==> src/rtl/cosmic_pkg.sv <==
// Shared constants and types for the tone-generation path: note codes,
// base pitch table, octave encodings and the player state enum.
package cosmic_pkg;

  localparam logic [3:0] NOTE_NONE = 4'd0;
  localparam logic [3:0] NOTE_C    = 4'd1;
  localparam logic [3:0] NOTE_D    = 4'd2;
  localparam logic [3:0] NOTE_E    = 4'd3;
  localparam logic [3:0] NOTE_F    = 4'd4;
  localparam logic [3:0] NOTE_G    = 4'd5;
  localparam logic [3:0] NOTE_A    = 4'd6;
  localparam logic [3:0] NOTE_B    = 4'd7;

  localparam int NUM_NOTES = 7;

  // Base-octave (C4..B4) frequencies in centi-Hz, indexed by note code - 1.
  localparam int unsigned FREQ_CHZ [NUM_NOTES] = '{
    26163, 29366, 32963, 34923, 39200, 44000, 49388
  };

  localparam logic [1:0] OCT_DOWN = 2'd0;
  localparam logic [1:0] OCT_BASE = 2'd1;
  localparam logic [1:0] OCT_UP1  = 2'd2;
  localparam logic [1:0] OCT_UP2  = 2'd3;

  typedef enum logic [1:0] {
    ST_IDLE = 2'd0,
    ST_PLAY = 2'd1,
    ST_GAP  = 2'd2
  } state_t;

  // Codes 8-15 are treated exactly like silence.
  function automatic logic note_valid(input logic [3:0] note, input logic mute);
    return !mute && (note != NOTE_NONE) && (note <= NOTE_B);
  endfunction

endpackage

==> src/rtl/note_player_if.sv <==
// Note request / tone status bundle between the keyboard side and the player.
interface note_player_if;
  logic [3:0] note_in;
  logic [1:0] octave;
  logic       mute;
  logic       buzzer;
  logic       playing;
  logic [3:0] cur_note;

  modport master (
    output note_in, octave, mute,
    input  buzzer, playing, cur_note
  );

  modport slave (
    input  note_in, octave, mute,
    output buzzer, playing, cur_note
  );
endinterface

==> src/rtl/note_period_rom.sv <==
// Combinational lookup of the octave-scaled half period (in clock cycles)
// for a note code; all divisions are folded into constants at elaboration.
module note_period_rom
  import cosmic_pkg::*;
#(
  parameter int unsigned CLK_HZ = 100_000_000,
  parameter int          CNT_W  = 22
) (
  input  logic [3:0]       note,
  input  logic [1:0]       octave,
  output logic [CNT_W-1:0] hp
);

  logic [CNT_W-1:0] base_tab [8];
  logic [CNT_W-1:0] base;
  logic [CNT_W-1:0] scaled;

  // Entry 0 is never used for a sounding note; it just keeps the output sane.
  assign base_tab[0] = CNT_W'(1);

  generate
    for (genvar gi = 1; gi < 8; gi++) begin : g_tab
      localparam logic [63:0] HP_FULL =
        (64'(CLK_HZ) * 64'd50) / 64'(FREQ_CHZ[gi-1]);
      assign base_tab[gi] = HP_FULL[CNT_W-1:0];
    end
  endgenerate

  always_comb begin
    base   = (note[3] == 1'b0) ? base_tab[note[2:0]] : CNT_W'(1);
    scaled = base;
    case (octave)
      OCT_DOWN: scaled = base << 1;
      OCT_BASE: scaled = base;
      OCT_UP1:  scaled = base >> 1;
      OCT_UP2:  scaled = base >> 2;
      default:  scaled = base;
    endcase
    hp = (scaled == '0) ? CNT_W'(1) : scaled;
  end

endmodule

==> src/rtl/note_player.sv <==
// Square-wave tone generator: registers the note request, plays it at the
// looked-up pitch and inserts a fixed silence gap between distinct notes.
module note_player
  import cosmic_pkg::*;
#(
  parameter int unsigned CLK_HZ     = 100_000_000,
  parameter int unsigned GAP_CYCLES = 1_000_000,
  parameter int          CNT_W      = 22
) (
  input  logic          clk,
  input  logic          rst_n,
  note_player_if.slave  bus
);

  localparam int GAP_W = (GAP_CYCLES > 1) ? $clog2(GAP_CYCLES) : 1;

  logic [3:0]       note_q;
  logic [1:0]       oct_q;
  logic             mute_q;

  state_t           state_reg, state_next;
  logic [3:0]       cur_note_reg, cur_note_next;
  logic [1:0]       cur_oct_reg, cur_oct_next;
  logic [CNT_W-1:0] hp_reg, hp_next;
  logic [CNT_W-1:0] cnt_reg, cnt_next;
  logic [GAP_W-1:0] gap_cnt_reg, gap_cnt_next;
  logic             buzzer_reg, buzzer_next;

  logic [CNT_W-1:0] rom_hp;
  logic             eff_valid;
  logic             changed;
  logic             gap_done;
  logic             half_done;

  note_period_rom #(
    .CLK_HZ (CLK_HZ),
    .CNT_W  (CNT_W)
  ) u_rom (
    .note   (note_q),
    .octave (oct_q),
    .hp     (rom_hp)
  );

  assign eff_valid = note_valid(note_q, mute_q);
  assign changed   = (note_q != cur_note_reg) || (oct_q != cur_oct_reg);
  assign gap_done  = (32'(gap_cnt_reg) == (GAP_CYCLES - 32'd1));
  assign half_done = (cnt_reg == (hp_reg - CNT_W'(1)));

  always_ff @(posedge clk or negedge rst_n) begin
    if (!rst_n) begin
      note_q       <= NOTE_NONE;
      oct_q        <= '0;
      mute_q       <= 1'b0;
      state_reg    <= ST_IDLE;
      cur_note_reg <= NOTE_NONE;
      cur_oct_reg  <= '0;
      hp_reg       <= '0;
      cnt_reg      <= '0;
      gap_cnt_reg  <= '0;
      buzzer_reg   <= 1'b0;
    end else begin
      note_q       <= bus.note_in;
      oct_q        <= bus.octave;
      mute_q       <= bus.mute;
      state_reg    <= state_next;
      cur_note_reg <= cur_note_next;
      cur_oct_reg  <= cur_oct_next;
      hp_reg       <= hp_next;
      cnt_reg      <= cnt_next;
      gap_cnt_reg  <= gap_cnt_next;
      buzzer_reg   <= buzzer_next;
    end
  end

  // Invalid always wins over a change, so release never passes through GAP.
  always_comb begin
    state_next = state_reg;
    case (state_reg)
      ST_IDLE: if (eff_valid) state_next = ST_PLAY;
      ST_PLAY: begin
        if (!eff_valid)   state_next = ST_IDLE;
        else if (changed) state_next = ST_GAP;
      end
      ST_GAP: begin
        if (!eff_valid)    state_next = ST_IDLE;
        else if (gap_done) state_next = ST_PLAY;
      end
      default: state_next = ST_IDLE;
    endcase
  end

  always_comb begin
    cur_note_next = cur_note_reg;
    cur_oct_next  = cur_oct_reg;
    hp_next       = hp_reg;
    cnt_next      = '0;
    gap_cnt_next  = '0;
    buzzer_next   = 1'b0;

    if (state_next == ST_PLAY) begin
      if (state_reg == ST_PLAY) begin
        // Steady tone: pitch stays latched, only the phase counter runs.
        if (half_done) begin
          buzzer_next = ~buzzer_reg;
          cnt_next    = '0;
        end else begin
          buzzer_next = buzzer_reg;
          cnt_next    = cnt_reg + CNT_W'(1);
        end
      end else begin
        cur_note_next = note_q;
        cur_oct_next  = oct_q;
        hp_next       = rom_hp;
        buzzer_next   = 1'b1;
      end
    end else if (state_next == ST_GAP && state_reg == ST_GAP) begin
      gap_cnt_next = gap_cnt_reg + GAP_W'(1);
    end
  end

  assign bus.buzzer   = buzzer_reg;
  assign bus.playing  = (state_reg == ST_PLAY);
  assign bus.cur_note = (state_reg == ST_PLAY) ? cur_note_reg : NOTE_NONE;

endmodule

==> src/flat_wrapper.sv <==
// flat-port wrapper written by rule: the top's interface ports become plain ports
module note_player_flat import cosmic_pkg::*;
#(
  parameter int unsigned CLK_HZ     = 100_000_000,
  parameter int unsigned GAP_CYCLES = 1_000_000,
  parameter int          CNT_W      = 22
)
  (clk, rst_n, bus_note_in, bus_octave, bus_mute, bus_buzzer, bus_playing, bus_cur_note);
  note_player_if bus_i ();
  input  logic clk;
  input  logic rst_n;
  input wire logic [$bits(bus_i.note_in)-1:0] bus_note_in;
  input wire logic [$bits(bus_i.octave)-1:0] bus_octave;
  input wire logic [$bits(bus_i.mute)-1:0] bus_mute;
  output wire logic [$bits(bus_i.buzzer)-1:0] bus_buzzer;
  output wire logic [$bits(bus_i.playing)-1:0] bus_playing;
  output wire logic [$bits(bus_i.cur_note)-1:0] bus_cur_note;
  assign bus_i.note_in = bus_note_in;
  assign bus_i.octave = bus_octave;
  assign bus_i.mute = bus_mute;
  assign bus_buzzer = bus_i.buzzer;
  assign bus_playing = bus_i.playing;
  assign bus_cur_note = bus_i.cur_note;
  note_player #(.CLK_HZ(CLK_HZ), .GAP_CYCLES(GAP_CYCLES), .CNT_W(CNT_W)) u_core (.clk(clk), .rst_n(rst_n), .bus(bus_i));
endmodule
==> config.mk <==
export PLATFORM = sky130hd
export DESIGN_NAME = note_player_flat
export DESIGN_NICKNAME = d
export VERILOG_FILES = /design/src/rtl/cosmic_pkg.sv /design/src/rtl/note_player_if.sv /design/src/rtl/note_period_rom.sv /design/src/rtl/note_player.sv /design/src/flat_wrapper.sv
export SDC_FILE = /design/constraint.sdc
export NUM_CORES = 1
export LEC_CHECK = 0
export ABC_AREA = 1
export BUFFER_PORTS_ARGS = -buffer_cell sky130_fd_sc_hd__clkbuf_2
export CORE_UTILIZATION = 29
export DETAILED_ROUTE_END_ITERATION = 10
export PLACE_DENSITY = 0.46
export SETUP_SLACK_MARGIN = 0.4
export SLEW_MARGIN = 20
export SYNTH_ARGS = -nofsm -noshare
export SYNTH_HDL_FRONTEND = slang
export SYNTH_SLANG_ARGS = --single-unit
==> constraint.sdc <==
create_clock -name clk -period 1.9 [get_ports clk]
set_input_delay 0.19 -clock clk [delete_from_list [all_inputs] [get_ports clk]]
set_output_delay 0.19 -clock clk [all_outputs]
set_load 0.01 [all_outputs]
* Word-level counts from Yosys, hierarchy flattened
Memory sizes are Yosys's and may differ from the RTL's.
Cells that the tools add are included.
** Word-level totals
- Register bits :: 80
- Latch bits :: 0
- Bits in writable memories :: 0
- Bits in read-only memories :: 176
- Bits of input ports :: 9
- Memories kept :: 1
** Memories
- (no name shown) :: words 8, bits a word 22, read ports 1, clocked after memory_dff 0, wr ports 0, line note_period_rom.sv:30 : base = (note[3] == 1'b0) ? base_tab[note[2:0]] : CNT_W'(1);
** Cells by class
- $add $sub $neg :: 3
- Multipliers :: 0
- Div/mod/pow operators :: 0
- Order comparisons :: 2
- Eq/ne operators :: 12
- Shift-type cells :: 0
- Muxes and demuxes :: 20
- Bitwise operators :: 3
- Reduce and logical (&&, ||, !) cells :: 10
** Operators by type and width (count)
- two-way mux 22 bit :: 7
- one-hot mux 22 bit (4 select lines) :: 1
- two-way mux 20 bit :: 2
- adder 22 x 1 -> 22 bit (second input constant) :: 1
- == test 22 bit :: 1
- zero test 22 bit :: 1
- subtractor 22 x 1 -> 22 bit (second input constant) :: 1
- adder 20 x 1 -> 20 bit (second input constant) :: 1
- == test 20 bit (second input constant) :: 1
- two-way mux 2 bit :: 5
- == test 2 bit (second input constant) :: 4
- == test 2 x 1 -> 1 bit (second input constant) :: 3
- one-hot mux 2 bit (3 select lines) :: 1
- greater-or-equal comparator 4 bit (second input constant) :: 1
- <= comparator 4 x 3 -> 1 bit (second input constant) :: 1
- zero test 2 bit :: 2
- two-way mux 4 bit :: 1
- != test 4 bit :: 1
- inverter 3 -> 4 bit :: 1
- nonzero test 4 bit :: 1
- logical AND 1 bit :: 3
- two-way mux 1 bit :: 3
- != test 3 x 2 -> 1 bit (second input constant) :: 1
- != test 2 bit :: 1
- 4 further kinds :: 5

* Longest topological paths before layout
Gate-level depths: netlist (run 1).
- Depth after elaboration :: 9
- Depth in mapped cells :: 17
- Gate-level depth less buffers :: 17

* By module
Synthesis (run 1) repeated with hierarchy kept, for this count alone.
** Unflattened totals
- Cell total of the unflattened synthesis :: 818
- Area total of the unflattened synthesis :: 5546.6 um^2
** Modules (own cells, without submodules)
- note_player :: instances 1, cells an instance 622, area an instance 4650.7 um^2, seq. area each 2001.9 um^2
- note_period_rom :: instances 1, cells an instance 196, area an instance 895.9 um^2, seq. area each 0.0 um^2

* Worst setup path after synthesis (run 1)
OpenSTA, ideal clock, no wires.
- Path kind :: flip-flop to flip-flop
- Start point :: reg u_core.hp_reg[0]
- End point :: reg u_core.cnt_reg[12]
- Library setup time :: 0.128 ns
- Data arrival time :: 1.946 ns
- Data required time :: 1.772 ns
- Path slack :: -0.173 ns
- Cell stages (with the launch flop) :: 15
- Buffers on the path :: 1
- Clock period less this slack :: 2.073 ns
- Cell sequence :: dfrtp_1 > inv_1 > ha_1 > nand2_4 > nor2_8 > nand2_2 > o21ai_2 > nand2_1 > inv_2 > nand3_2 > nor2_2 > nand3_4 > nand2_4 > buf_12 > nor2_4
** Between the ends
- Word-level cells in the longest chain between the ends :: 5
** Ends and longest elaborated chain
- start, declared :: line note_player.sv:24 : logic [CNT_W-1:0] hp_reg, hp_next;
- start signal, assigned :: line note_player.sv:68 : hp_reg <= hp_next;
- subtractor 22 x 1 -> 22 bit :: line note_player.sv:47 : assign half_done = (cnt_reg == (hp_reg - CNT_W'(1)));
- == test 22 bit :: line note_player.sv:47
- two-way mux 22 bit :: line note_player.sv:103 : if (half_done) begin
- two-way mux 22 bit :: line note_player.sv:101 : if (state_reg == ST_PLAY) begin
- two-way mux 22 bit :: line note_player.sv:100 : if (state_next == ST_PLAY) begin
- named net u_core.cnt_next[12] :: line note_player.sv:25 : logic [CNT_W-1:0] cnt_reg, cnt_next;
- end signal, assigned :: line note_player.sv:69 : cnt_reg <= cnt_next;
- end, declared :: line note_player.sv:25
The timed path passes the listed nets, and every way through them passes these cells.
A chain may end at the register's enable or synchronous reset.

* Worst setup path after layout (run 1)
- Start point :: reg u_core.gap_cnt_reg[0]
- End point :: reg u_core.cnt_reg[1]
** Between the ends
- Word-level cells in the longest chain between the ends :: 6
** Ends and longest elaborated chain
- start, declared :: line note_player.sv:26 : logic [GAP_W-1:0] gap_cnt_reg, gap_cnt_next;
- start signal, assigned :: line note_player.sv:70 : gap_cnt_reg <= gap_cnt_next;
- == test 20 bit :: line note_player.sv:46 : assign gap_done = (32'(gap_cnt_reg) == (GAP_CYCLES - 32'd1));
- two-way mux 2 bit :: line note_player.sv:86 : else if (gap_done) state_next = ST_PLAY;
- two-way mux 2 bit :: line note_player.sv:85 : if (!eff_valid) state_next = ST_IDLE;
- one-hot mux 2 bit (3 select lines) :: line note_player.sv:78 : case (state_reg)
- named net u_core.state_next[0] :: line note_player.sv:21 : state_t state_reg, state_next;
- == test 2 x 1 -> 1 bit :: line note_player.sv:100
- two-way mux 22 bit :: line note_player.sv:100
- named net u_core.cnt_next[1] :: line note_player.sv:25
The timed path passes the listed nets, and every way through them passes these cells.

==> results.py, run 1 <==
metrics = {
    "status": {
        "status": "complete, but fails checks",
        "violations": "negative setup slack",
    },
    "grt": {
        "grt_pass1_wl_um": 24510,
        "grt_use_total_pct": 16.81,
        "overflow": 0,
        "grt_pass1_vias": 5093,
        "grt_max_degree": 43,
        "antenna_found_initial": 0,
    },
    "detailed_routing": {
        "routedWlPerCell_um": 13.16,
        "final_antenna_net_count": 0,
        "dr.pass1.iters": 4,
        "routed_wl_um": 15130,
        "drt_iter0_markers": 210,
        "vias_per_cell": 4.531,
        "vias": 5211,
        "drc_errors": 0,
    },
    "worst_setup_path": {
        "cpPeakStageDelay_ns": 0.36,
        "startpoint_type": "register",
        "cp_max_fo": 8,
        "crit_type": "register to register",
        "cpMostUsedCell": "inv_2",
        "crit_path_end_kind": "register",
        "critical-path-slowest-cell": "dfrtp_1",
        "cp.arrival_ns": 2.33,
        "worstPathCellList": "ha_2, nand2_2, inv_2, nand2_4, nor3b_4, nand4_1, o21ai_4, nand2_1, inv_2, nand2_8, buf_12, nor2_2",
        "required_ns": 2.18,
    },
    "synth": {
        "synth_edf_count": 0,
        "syn-cell-area_um2": 5231,
        "synth_fp_nets": 765,
        "synth-seq-cells": 77,
        "synth.yosys.seq_area_share_pct": 36.83,
        "async_flop_share_pct": 100.0,
        "synth_area_per_cell_um2": 6.994,
        "synth_cells": 748,
        "synthDistinctLibCells": 41,
        "ys_warn_count": 0,
        "synth_ff_type": "dfrtp_1",
    },
    "layout": {
        "nNetsFinal": 937,
        "antenna_cells": 0,
        "multi_input_area_um2": 3437,
        "syn_to_final_growth_pct": 50.16,
        "finish.utilization_pct": 44.95,
        "largest_reg_flops": 22,
        "seq_area_um2": 1931,
        "fillers": 1733,
        "drive_gt1_share_pct": 38.59,
        "fin_area_um2": 7855,
    },
    "die": {
        "num_rows": 48,
        "die_w_um": 136.3,
        "die_y_um": 136.3,
        "initial_core_util_pct": 29.93,
        "dieArea_um2": 18580,
        "io_pins": 15,
        "core_um2": 17480,
    },
    "sta": {
        "drv_slew": 0,
        "setup_viol": 49,
        "setup_ws_ns": -0.1585,
        "post-route-min-period_ns": 2.058,
        "finalHoldViolCount": 0,
        "grt_setup_unrepaired": "yes",
        "worstMarginPinSlew_ns": 0.4898,
        "finalClockSkew_ns": 0.01056,
        "period_share_pct": 108.3,
        "max_freq_ghz": 0.4858,
        "maxSlewHeadroom_pct": 67.35,
        "whs_ns": 0.3771,
    },
    "clock_tree": {
        "htreeDepth": 3,
        "root_buffer": "clkbuf_16",
        "clk_path_buf_depth": 2,
        "cts_tree": "built",
        "clock_sinks": 77,
        "path_clk_slew_ns": 0.07,
        "cts_inserted_buffers": 9,
        "clk_latency_ns": 0.35,
    },
    "placed_design": {
        "gp_congestion": 0.8454,
        "dp_slack_ns": -0.1498,
        "hpwl_um": 10990,
        "place_area_um2": 6573,
        "place.port_buffers": 14,
    },
    "min_path": {
        "hold_class": "input pin to async pin",
    },
    "pwr": {
        "powerDensity_nw_per_um2": 717.7,
        "irDropWorstVdd_v": 0.0008313,
        "p_total_mw": 5.638,
        "leakage_nw": 3.725,
    },
    "flow_run": {
        "cap_violations": 0,
    },
}
path summary, 6_finish.rpt:
check,from,end,slack [ns],depth (start not counted)
max,u_core.gap_cnt_reg[0]$_DFF_PN0_,u_core.cnt_reg[1]$_DFF_PN0_,-0.16,12
min,rst_n,u_core.gap_cnt_reg[1]$_DFF_PN0_,0.38,2
max reg2reg,u_core.gap_cnt_reg[0]$_DFF_PN0_,u_core.cnt_reg[1]$_DFF_PN0_,-0.16,12
min reg2reg,u_core.cur_note_reg[1]$_DFFE_PN0P_,u_core.cur_note_reg[1]$_DFFE_PN0P_,0.53,2
max in group asynchronous,rst_n,u_core.hp_reg[3]$_DFFE_PN0P_,0.90,3
min in group clk,bus_mute,u_core.mute_q$_DFF_PN0_,0.48,2
cell type report:
class	count	share of cell area, %
Clock inverter	5	0.8283
Timing Repair inverter	3	0.6212
Multi-Input combinational cell	565	43.76
Sequential cell	77	24.58
Inverter	94	4.715
Timing Repair Buffer	170	18.70
Clock buffer	11	3.218
Tap cell	225	3.584
kinds of logic (layout without fill, tap and decap cells):
kind of cell | after synthesis | in the layout | share of synthesized area [%]
buf+inv | 106 | 283 | 7.964
fa+ha+maj | 8 | 8 | 1.913
simple gates | 456 | 456 | 40.54
xor+xnor | 31 | 31 | 5.190
compound gates | 70 | 70 | 7.558
flops | 77 | 77 | 36.83
what timing repair did:
item	in CTS	in global routing
pin swaps	10	22
gates cloned	1	7
setup endpoints to repair	73	73
endpoints found under the hold margin	42	0
hold buffers	8	0
gates resized for setup	50	111
setup buffers	18	5
critical path: cells and delay by family, from the launching register on:
family | cells | cell delay, ns
adder cells (fa/ha/maj) | 1 | 0.19
AND/OR/NAND/NOR | 7 | 0.78
flip-flops | 1 | 0.36
buffers and inverters | 3 | 0.36
AO/OA/AOI/OAI | 1 | 0.28
cell usage in the layout (no fill, tap or decap), types with 6 or more instances in the layout:
| cell | n |
|---|---|
| nor3_1 | 6 |
| nor2_1 | 66 |
| xnor2_1 | 9 |
| buf_4 | 128 |
| nor2_4 | 28 |
| clkbuf_16 | 12 |
| inv_1 | 81 |
| nand3_1 | 41 |
| clkbuf_2 | 11 |
| nor3_2 | 7 |
| nand2_2 | 33 |
| nor2_2 | 31 |
| dfrtp_1 | 74 |
| buf_12 | 7 |
| inv_2 | 10 |
| buf_6 | 8 |
| nand4_1 | 14 |
| nand2_4 | 11 |
| o21ai_1 | 12 |
| nand2_1 | 188 |
| o21ai_2 | 15 |
| o21ai_0 | 8 |
| a21oi_1 | 14 |
| dlygate4sd3_1 | 8 |
| xor2_1 | 22 |
| ha_1 | 6 |
| nand3_2 | 11 |
per-stage QoR:
step,setup TNS [ns],instances
after global routing,-12.80,1150
after global placement,-2.039,1095
after CTS,-3.264,1138
final,-5.308,1150
after detailed placement,-3.454,1095
after floorplan,-0.1006,748
per-layer routing:
metal	up-vias	wire [µm]	share of wire, %	track usage (%)
met2	44	7612	50	28.62
met4	0	106	0.70	3.889
li1	2712	-	-	-
met1	2447	7110	47	21.67
met3	8	303	2.0	3.393
met5	-	0	0	0
Yosys cell counts (2+ instances only):
master / number / share of area, %
nand2_1: 225 / 16
nor2_1: 100 / 7.2
inv_1: 90 / 6.5
dfrtp_1: 77 / 37
nand3_1: 51 / 4.9
o21ai_0: 32 / 3.1
xor2_1: 22 / 3.7
a21oi_1: 18 / 1.7
nor2_4: 16 / 3.4
nand4_1: 14 / 1.7
nor3_1: 13 / 1.2
clkbuf_1: 9 / 0.65
nor2_2: 9 / 1.1
xnor2_1: 9 / 1.5
ha_1: 8 / 1.9
nand2_2: 6 / 0.72
nand3b_1: 4 / 0.57
nor3b_1: 4 / 0.57
o21a_1: 4 / 0.57
inv_2: 3 / 0.22
nand2_4: 3 / 0.65
a211oi_1: 2 / 0.29
a31oi_1: 2 / 0.24
and2_1: 2 / 0.24
nand3_2: 2 / 0.38
nor2_8: 2 / 0.77
nor4_1: 2 / 0.24
o2111ai_1: 2 / 0.33
o211ai_1: 2 / 0.29
o21ai_1: 2 / 0.19
o21ai_2: 2 / 0.33
o22ai_1: 2 / 0.24
power by group:
part	internal [mW]	total, mW	switching [mW]
combinational	0.829	1.86	1.03
clock	1.10	1.87	0.764
sequential	1.75	1.91	0.157
total	3.68	5.64	1.96
Note: power is estimated with default switching activity, not from simulation.
==> run 2, diff against run 1 <==
--- a/config.mk
+++ b/config.mk
@@ -6,7 +6,8 @@
 export NUM_CORES = 1
 export LEC_CHECK = 0
 export ABC_AREA = 1
-export BUFFER_PORTS_ARGS = -buffer_cell sky130_fd_sc_hd__clkbuf_2
+export BUFFER_PORTS_ARGS = -buffer_cell sky130_fd_sc_hd__buf_2
+export CORE_MARGIN = 4
 export CORE_UTILIZATION = 29
 export DETAILED_ROUTE_END_ITERATION = 10
 export PLACE_DENSITY = 0.46
==> results.py, run 2 (synthesized netlist as in run 1, its figures left out) <==
metrics = {
    "status": {
        "status": "complete, but fails checks",
        "violations": "negative setup slack",
    },
    "sta": {
        "post-route-min-period_ns": 2.045,
        "maxSlewHeadroom_pct": 72.39,
        "drv_slew": 0,
        "setup_viol": 58,
        "finalClockSkew_ns": 0.01085,
        "period_share_pct": 107.6,
        "setup_ws_ns": -0.1449,
        "grt_setup_unrepaired": "yes",
        "max_freq_ghz": 0.4890,
        "finalHoldViolCount": 0,
        "worstMarginPinSlew_ns": 0.4104,
        "setup_tns_ns": -5.333,
    },
    "worst_setup_path": {
        "critPathTopFamily": "simple AND/OR/NAND/NOR gates",
        "cp_num_buf_inv": 6,
        "crit_type": "register to register",
        "required_ns": 2.13,
        "cp_max_fo": 6,
        "startpoint_type": "register",
        "crit_path_end_kind": "register",
        "cpPeakStageDelay_ns": 0.36,
        "worstPathCellList": "inv_2, buf_4, nand2_4, nor2_4, buf_12, nand2_2, inv_2, buf_4, nand3_1, nand2_1, nor2_1, nand2_1, nor2_4, nand3_4, nand2_8, buf_12, nor2_1",
        "cp.arrival_ns": 2.28,
        "critical-path-slowest-cell": "dfrtp_1",
    },
    "layout": {
        "antenna_cells": 0,
        "drive_gt1_share_pct": 38.97,
        "final_cell_mix": "nand2_1 (186), buf_4 (132), inv_1 (81)",
        "nNetsFinal": 946,
        "largest_reg_flops": 22,
        "layout_commonest_cell": "nand2_1",
        "syn_to_final_growth_pct": 51.64,
    },
    "die": {
        "core_um2": 17480,
        "initial_core_util_pct": 29.93,
        "die_w_um": 142.3,
        "num_rows": 48,
        "io_pins": 15,
        "dieArea_um2": 20250,
        "die_y_um": 142.3,
    },
    "pwr": {
        "p_total_mw": 5.625,
        "switching_power_mw": 1.929,
        "internal-power_mw": 3.696,
        "leakage_nw": 3.742,
        "irDropWorstVdd_v": 0.0005803,
        "power_frac_seq_pct": 33.8,
        "switching_share_pct": 34.30,
        "pwr-share-clk_pct": 32.0,
        "p_comb_share_pct": 34.2,
        "powerDensity_nw_per_um2": 709.1,
    },
    "detailed_routing": {
        "vias": 5277,
        "drt_iter0_markers": 255,
        "final_antenna_net_count": 0,
        "dr.pass1.iters": 4,
        "vias_per_cell": 4.553,
        "drc_errors": 0,
        "routedWlPerCell_um": 12.94,
        "routed_wl_um": 15000,
    },
    "grt": {
        "grt_max_degree": 58,
        "grt_pass1_vias": 5428,
        "antenna_found_initial": 0,
        "grt_use_total_pct": 15.72,
        "grt_pass1_wl_um": 25970,
        "overflow": 0,
    },
    "placed_design": {
        "gp_congestion": 0.8717,
        "place.port_buffers": 14,
        "hpwl_um": 10900,
    },
    "clock_tree": {
        "clock_sinks": 77,
        "clk_latency_ns": 0.35,
        "cts_tree": "built",
        "cts_inserted_buffers": 9,
        "path_clk_slew_ns": 0.07,
        "clk_path_buf_depth": 2,
        "root_buffer": "clkbuf_16",
        "htreeDepth": 3,
    },
    "flow_run": {
        "cap_violations": 0,
    },
    "min_path": {
        "hold_class": "input pin to async pin",
    },
}
==> run 2: timing repair <==
| action | CTS | global route |
|---|---|---|
| cloned | 8 | 0 |
| hold endpoints to repair | 27 | 0 |
| hold buffers | 8 | 0 |
| pin swaps | 25 | 22 |
| setup buffers | 27 | 8 |
| gates resized for setup | 101 | 66 |
| endpoints found under the setup margin | 72 | 74 |
==> run 2: final cells by class <==
class / count / area, µm²
inverters: 94 / 375.4
clock inverters: 6 / 70.07
flip-flops and latches: 77 / 1933
multi-input cells: 565 / 3428
clock buffers: 10 / 239.0
repair buffers: 181 / 1589
fillers: 1699 / 9544
repair inverters: 1 / 16.27
well taps: 225 / 281.5
==> run 2: metrics by stage <==
step	hold WS, ns	cell area [µm²]	setup WS [ns]	std cells	util (%)
floorplan	-0.1056	5375	-0.01411	748	-
global placement	0.1028	6525	-0.1421	1092	37.34
detailed placement	0.1074	6525	-0.1876	1092	37.34
CTS	0.3233	7641	-0.1765	1151	43.72
global route	0.3432	7933	-0.2858	1159	45.39
finish	0.3001	7933	-0.1449	1159	45.39
==> run 2: worst register-to-register path: stages (launching register included) <==
cell	delay (ns)
dfrtp_1	0.36
inv_2	0.06
buf_4	0.14
nand2_4	0.13
nor2_4	0.06
buf_12	0.12
nand2_2	0.08
inv_2	0.04
buf_4	0.12
nand3_1	0.05
nand2_1	0.05
nor2_1	0.10
nand2_1	0.10
nor2_4	0.12
nand3_4	0.11
nand2_8	0.11
buf_12	0.14
nor2_1	0.05
==> run 2: power groups by stage <==
| stage | logic [mW] | clock network, mW | registers, mW |
|---|---|---|---|
| after floorplan | 1.03 | 0 | 1.89 |
| after global placement | 1.61 | 0 | 1.91 |
| after detailed placement | 1.63 | 0 | 1.91 |
| after CTS | 1.84 | 1.86 | 1.89 |
| after global routing | 2.16 | 1.93 | 1.92 |
| final | 1.93 | 1.80 | 1.90 |
==> run 2: worst paths after layout <==
path	slack (ns)	cells past startpoint	startpoint	to
worst min register to register	0.53	2	u_core.cur_note_reg[1]$_DFFE_PN0P_	u_core.cur_note_reg[1]$_DFFE_PN0P_
max in group asynchronous	0.98	3	rst_n	u_core.hp_reg[2]$_DFFE_PN0P_
worst min-delay path	0.30	2	rst_n	u_core.gap_cnt_reg[5]$_DFF_PN0_
worst max register to register	-0.14	17	u_core.hp_reg[0]$_DFFE_PN0P_	u_core.cnt_reg[2]$_DFF_PN0_
worst max-delay path	-0.14	17	u_core.hp_reg[0]$_DFFE_PN0P_	u_core.cnt_reg[2]$_DFF_PN0_
min in group clk	0.49	2	bus_note_in[0]	u_core.note_q[0]$_DFF_PN0_
==> run 2: routing by layer <==
layer | up-vias | global-route usage [%] | wire length (µm)
met2 | 54 | 27.73 | 7657
li1 | 2731 | - | -
met1 | 2479 | 20.00 | 6832
met5 | - | 0 | 0
met4 | 0 | 3.552 | 161
met3 | 13 | 2.957 | 351
==> run 3, diff against run 2 <==
--- a/config.mk
+++ b/config.mk
@@ -6,11 +6,15 @@
 export NUM_CORES = 1
 export LEC_CHECK = 0
 export ABC_AREA = 1
+export ABC_CLOCK_PERIOD_IN_PS = 1900
 export BUFFER_PORTS_ARGS = -buffer_cell sky130_fd_sc_hd__buf_2
+export CAP_MARGIN = 20
+export CELL_PAD_IN_SITES_DETAIL_PLACEMENT = 0
+export CELL_PAD_IN_SITES_GLOBAL_PLACEMENT = 1
 export CORE_MARGIN = 4
 export CORE_UTILIZATION = 29
 export DETAILED_ROUTE_END_ITERATION = 10
-export PLACE_DENSITY = 0.46
+export PLACE_DENSITY = 0.58
 export SETUP_SLACK_MARGIN = 0.4
 export SLEW_MARGIN = 20
 export SYNTH_ARGS = -nofsm -noshare
==> results.py, run 3 (synthesized netlist as in run 1, its figures left out) <==
metrics = {
    "layout": {
        "layout_commonest_cell": "nand2_1",
        "nNetsFinal": 940,
        "syn_to_final_growth_pct": 48.91,
        "drive_gt1_share_pct": 36.64,
        "largest_reg_flops": 22,
        "final_cell_count_no_fill": 1153,
        "final_cell_mix": "nand2_1 (195), buf_4 (130), inv_1 (81)",
        "antenna_cells": 0,
        "fin_area_um2": 7790,
    },
    "placed_design": {
        "place.port_buffers": 14,
        "hpwl_um": 11760,
        "place_area_um2": 6540,
        "dp_cells": 1094,
        "gp_congestion": 0.8736,
    },
    "grt": {
        "grt_max_degree": 29,
        "grt_pass1_wl_um": 26430,
        "grt_use_total_pct": 16.16,
        "antenna_found_initial": 0,
        "grt_pass1_vias": 5375,
        "overflow": 0,
    },
    "min_path": {
        "hold_class": "input pin to async pin",
    },
    "worst_setup_path": {
        "rrSetupSlack_ns": -0.16,
        "required_ns": 2.14,
        "crit_path_end_kind": "register",
        "timing.rr.start": "u_core.gap_cnt_reg[0]$_DFF_PN0_",
        "crit_type": "register to register",
        "rr_worst_depth": 12,
        "startpoint_type": "register",
        "cp_max_fo": 8,
        "r2r-end": "u_core.hp_reg[0]$_DFFE_PN0P_",
        "cp.arrival_ns": 2.30,
    },
    "die": {
        "dieArea_um2": 20250,
        "io_pins": 15,
        "die_w_um": 142.3,
        "initial_core_util_pct": 29.93,
        "num_rows": 48,
        "die_y_um": 142.3,
        "core_um2": 17480,
    },
    "detailed_routing": {
        "routedWlPerCell_um": 13.78,
        "routed_wl_um": 15890,
        "drc_errors": 0,
        "vias": 5283,
        "drt_iter0_markers": 349,
        "final_antenna_net_count": 0,
        "dr.pass1.iters": 7,
        "vias_per_cell": 4.582,
    },
    "clock_tree": {
        "cts_inserted_buffers": 9,
        "htreeDepth": 3,
        "clock_sinks": 77,
        "clk_path_buf_depth": 2,
        "cts_tree": "built",
        "clk_latency_ns": 0.35,
        "root_buffer": "clkbuf_16",
        "path_clk_slew_ns": 0.07,
    },
    "sta": {
        "worstMarginPinSlew_ns": 0.4282,
        "post-route-min-period_ns": 2.062,
        "max_freq_ghz": 0.4850,
        "setup_viol": 52,
        "period_share_pct": 108.5,
        "setup_ws_ns": -0.1620,
        "finalClockSkew_ns": 0.009326,
        "drv_slew": 0,
        "maxSlewHeadroom_pct": 71.39,
        "grt_setup_unrepaired": "yes",
        "finalHoldViolCount": 0,
    },
    "flow_run": {
        "cap_violations": 0,
    },
    "pwr": {
        "leakage_nw": 3.721,
        "power_frac_seq_pct": 33.4,
        "switching_share_pct": 35.29,
        "powerDensity_nw_per_um2": 731.4,
        "switching_power_mw": 2.010,
        "pwr-share-clk_pct": 32.3,
        "p_comb_share_pct": 34.4,
        "irDropWorstVdd_v": 0.0005106,
        "internal-power_mw": 3.687,
    },
    "status": {
        "status": "complete, but fails checks",
        "violations": "negative setup slack",
    },
}
-- run 3: worst max path at each step --
stage | from | to | slack [ns] | depth (start not counted)
global route | u_core.hp_reg[1]$_DFFE_PN0P_ | u_core.bus.buzzer$_DFFE_PN0P_ | -0.31 | 14
floorplan | u_core.hp_reg[0]$_DFFE_PN0P_ | u_core.cnt_reg[12]$_DFF_PN0_ | -0.01 | 16
detailed placement | u_core.gap_cnt_reg[0]$_DFF_PN0_ | u_core.bus.buzzer$_DFFE_PN0P_ | -0.21 | 13
global placement | u_core.gap_cnt_reg[0]$_DFF_PN0_ | u_core.bus.buzzer$_DFFE_PN0P_ | -0.16 | 13
finish | u_core.gap_cnt_reg[0]$_DFF_PN0_ | u_core.hp_reg[0]$_DFFE_PN0P_ | -0.16 | 12
CTS | u_core.hp_reg[1]$_DFFE_PN0P_ | u_core.bus.buzzer$_DFFE_PN0P_ | -0.16 | 17
-- run 3: stage by stage --
step           hold slack (ns)  setup WS [ns]  total power, mW  util (%)  TNS [ns]
6_report                0.2960        -0.1620            5.697     44.57    -6.360
5_1_grt                 0.3247        -0.3149            6.082     44.57    -15.92
4_1_cts                 0.3069        -0.1617            5.578     41.65    -4.687
3_5_place_dp            0.1258        -0.2103            3.612     37.42    -6.138
3_3_place_gp            0.1230        -0.1597            3.606     37.42    -4.228
2_1_floorplan          -0.1056       -0.01411            2.917         -   -0.1006
-- run 3: timing repair --
action,4_1_cts,5_1_grt
resized for setup,55,90
pin swaps,23,33
hold buffers,8,0
endpoints found under the hold margin,29,0
setup endpoints to repair,74,74
setup buffers,13,12
cloned,5,5
-- run 3: power groups by stage --
| stage | clock network [mW] | logic (mW) | registers [mW] |
|---|---|---|---|
| final | 1.84 | 1.96 | 1.90 |
| after global routing | 1.97 | 2.19 | 1.92 |
| after CTS | 1.89 | 1.79 | 1.89 |
| after detailed placement | 0 | 1.70 | 1.92 |
| after global placement | 0 | 1.69 | 1.91 |
| after floorplan | 0 | 1.03 | 1.89 |
-- run 3: critical path, cell delays in order, from the launching register on --
cell and delay (ns):
dfrtp_1 0.36, ha_2 0.19, nand2_2 0.05, inv_2 0.07
nand2_4 0.06, nor3b_4 0.20, nand4_1 0.21, o21ai_4 0.25
buf_6 0.14, nand2_8 0.11, buf_12 0.18, nor2_4 0.08
a21oi_2 0.05
-- run 3: cell type report --
| class | instances | area, µm² |
|---|---|---|
| Clock buffer | 9 | 225.2 |
| Inverter | 94 | 367.9 |
| Sequential cell | 77 | 1933 |
| Fill cell | 1731 | 9687 |
| Timing Repair Buffer | 173 | 1471 |
| Timing Repair inverter | 2 | 27.53 |
| Clock inverter | 7 | 91.34 |
| Tap cell | 225 | 281.5 |
| Multi-Input combinational cell | 566 | 3392 |
-- run 3: routing by layer --
| metal | track usage [%] | wire (µm) |
|---|---|---|
| met1 | 21.75 | 7480 |
| met2 | 26.86 | 7688 |
| met3 | 3.159 | 448 |
| met4 | 3.902 | 269 |
| met5 | 0 | 0 |
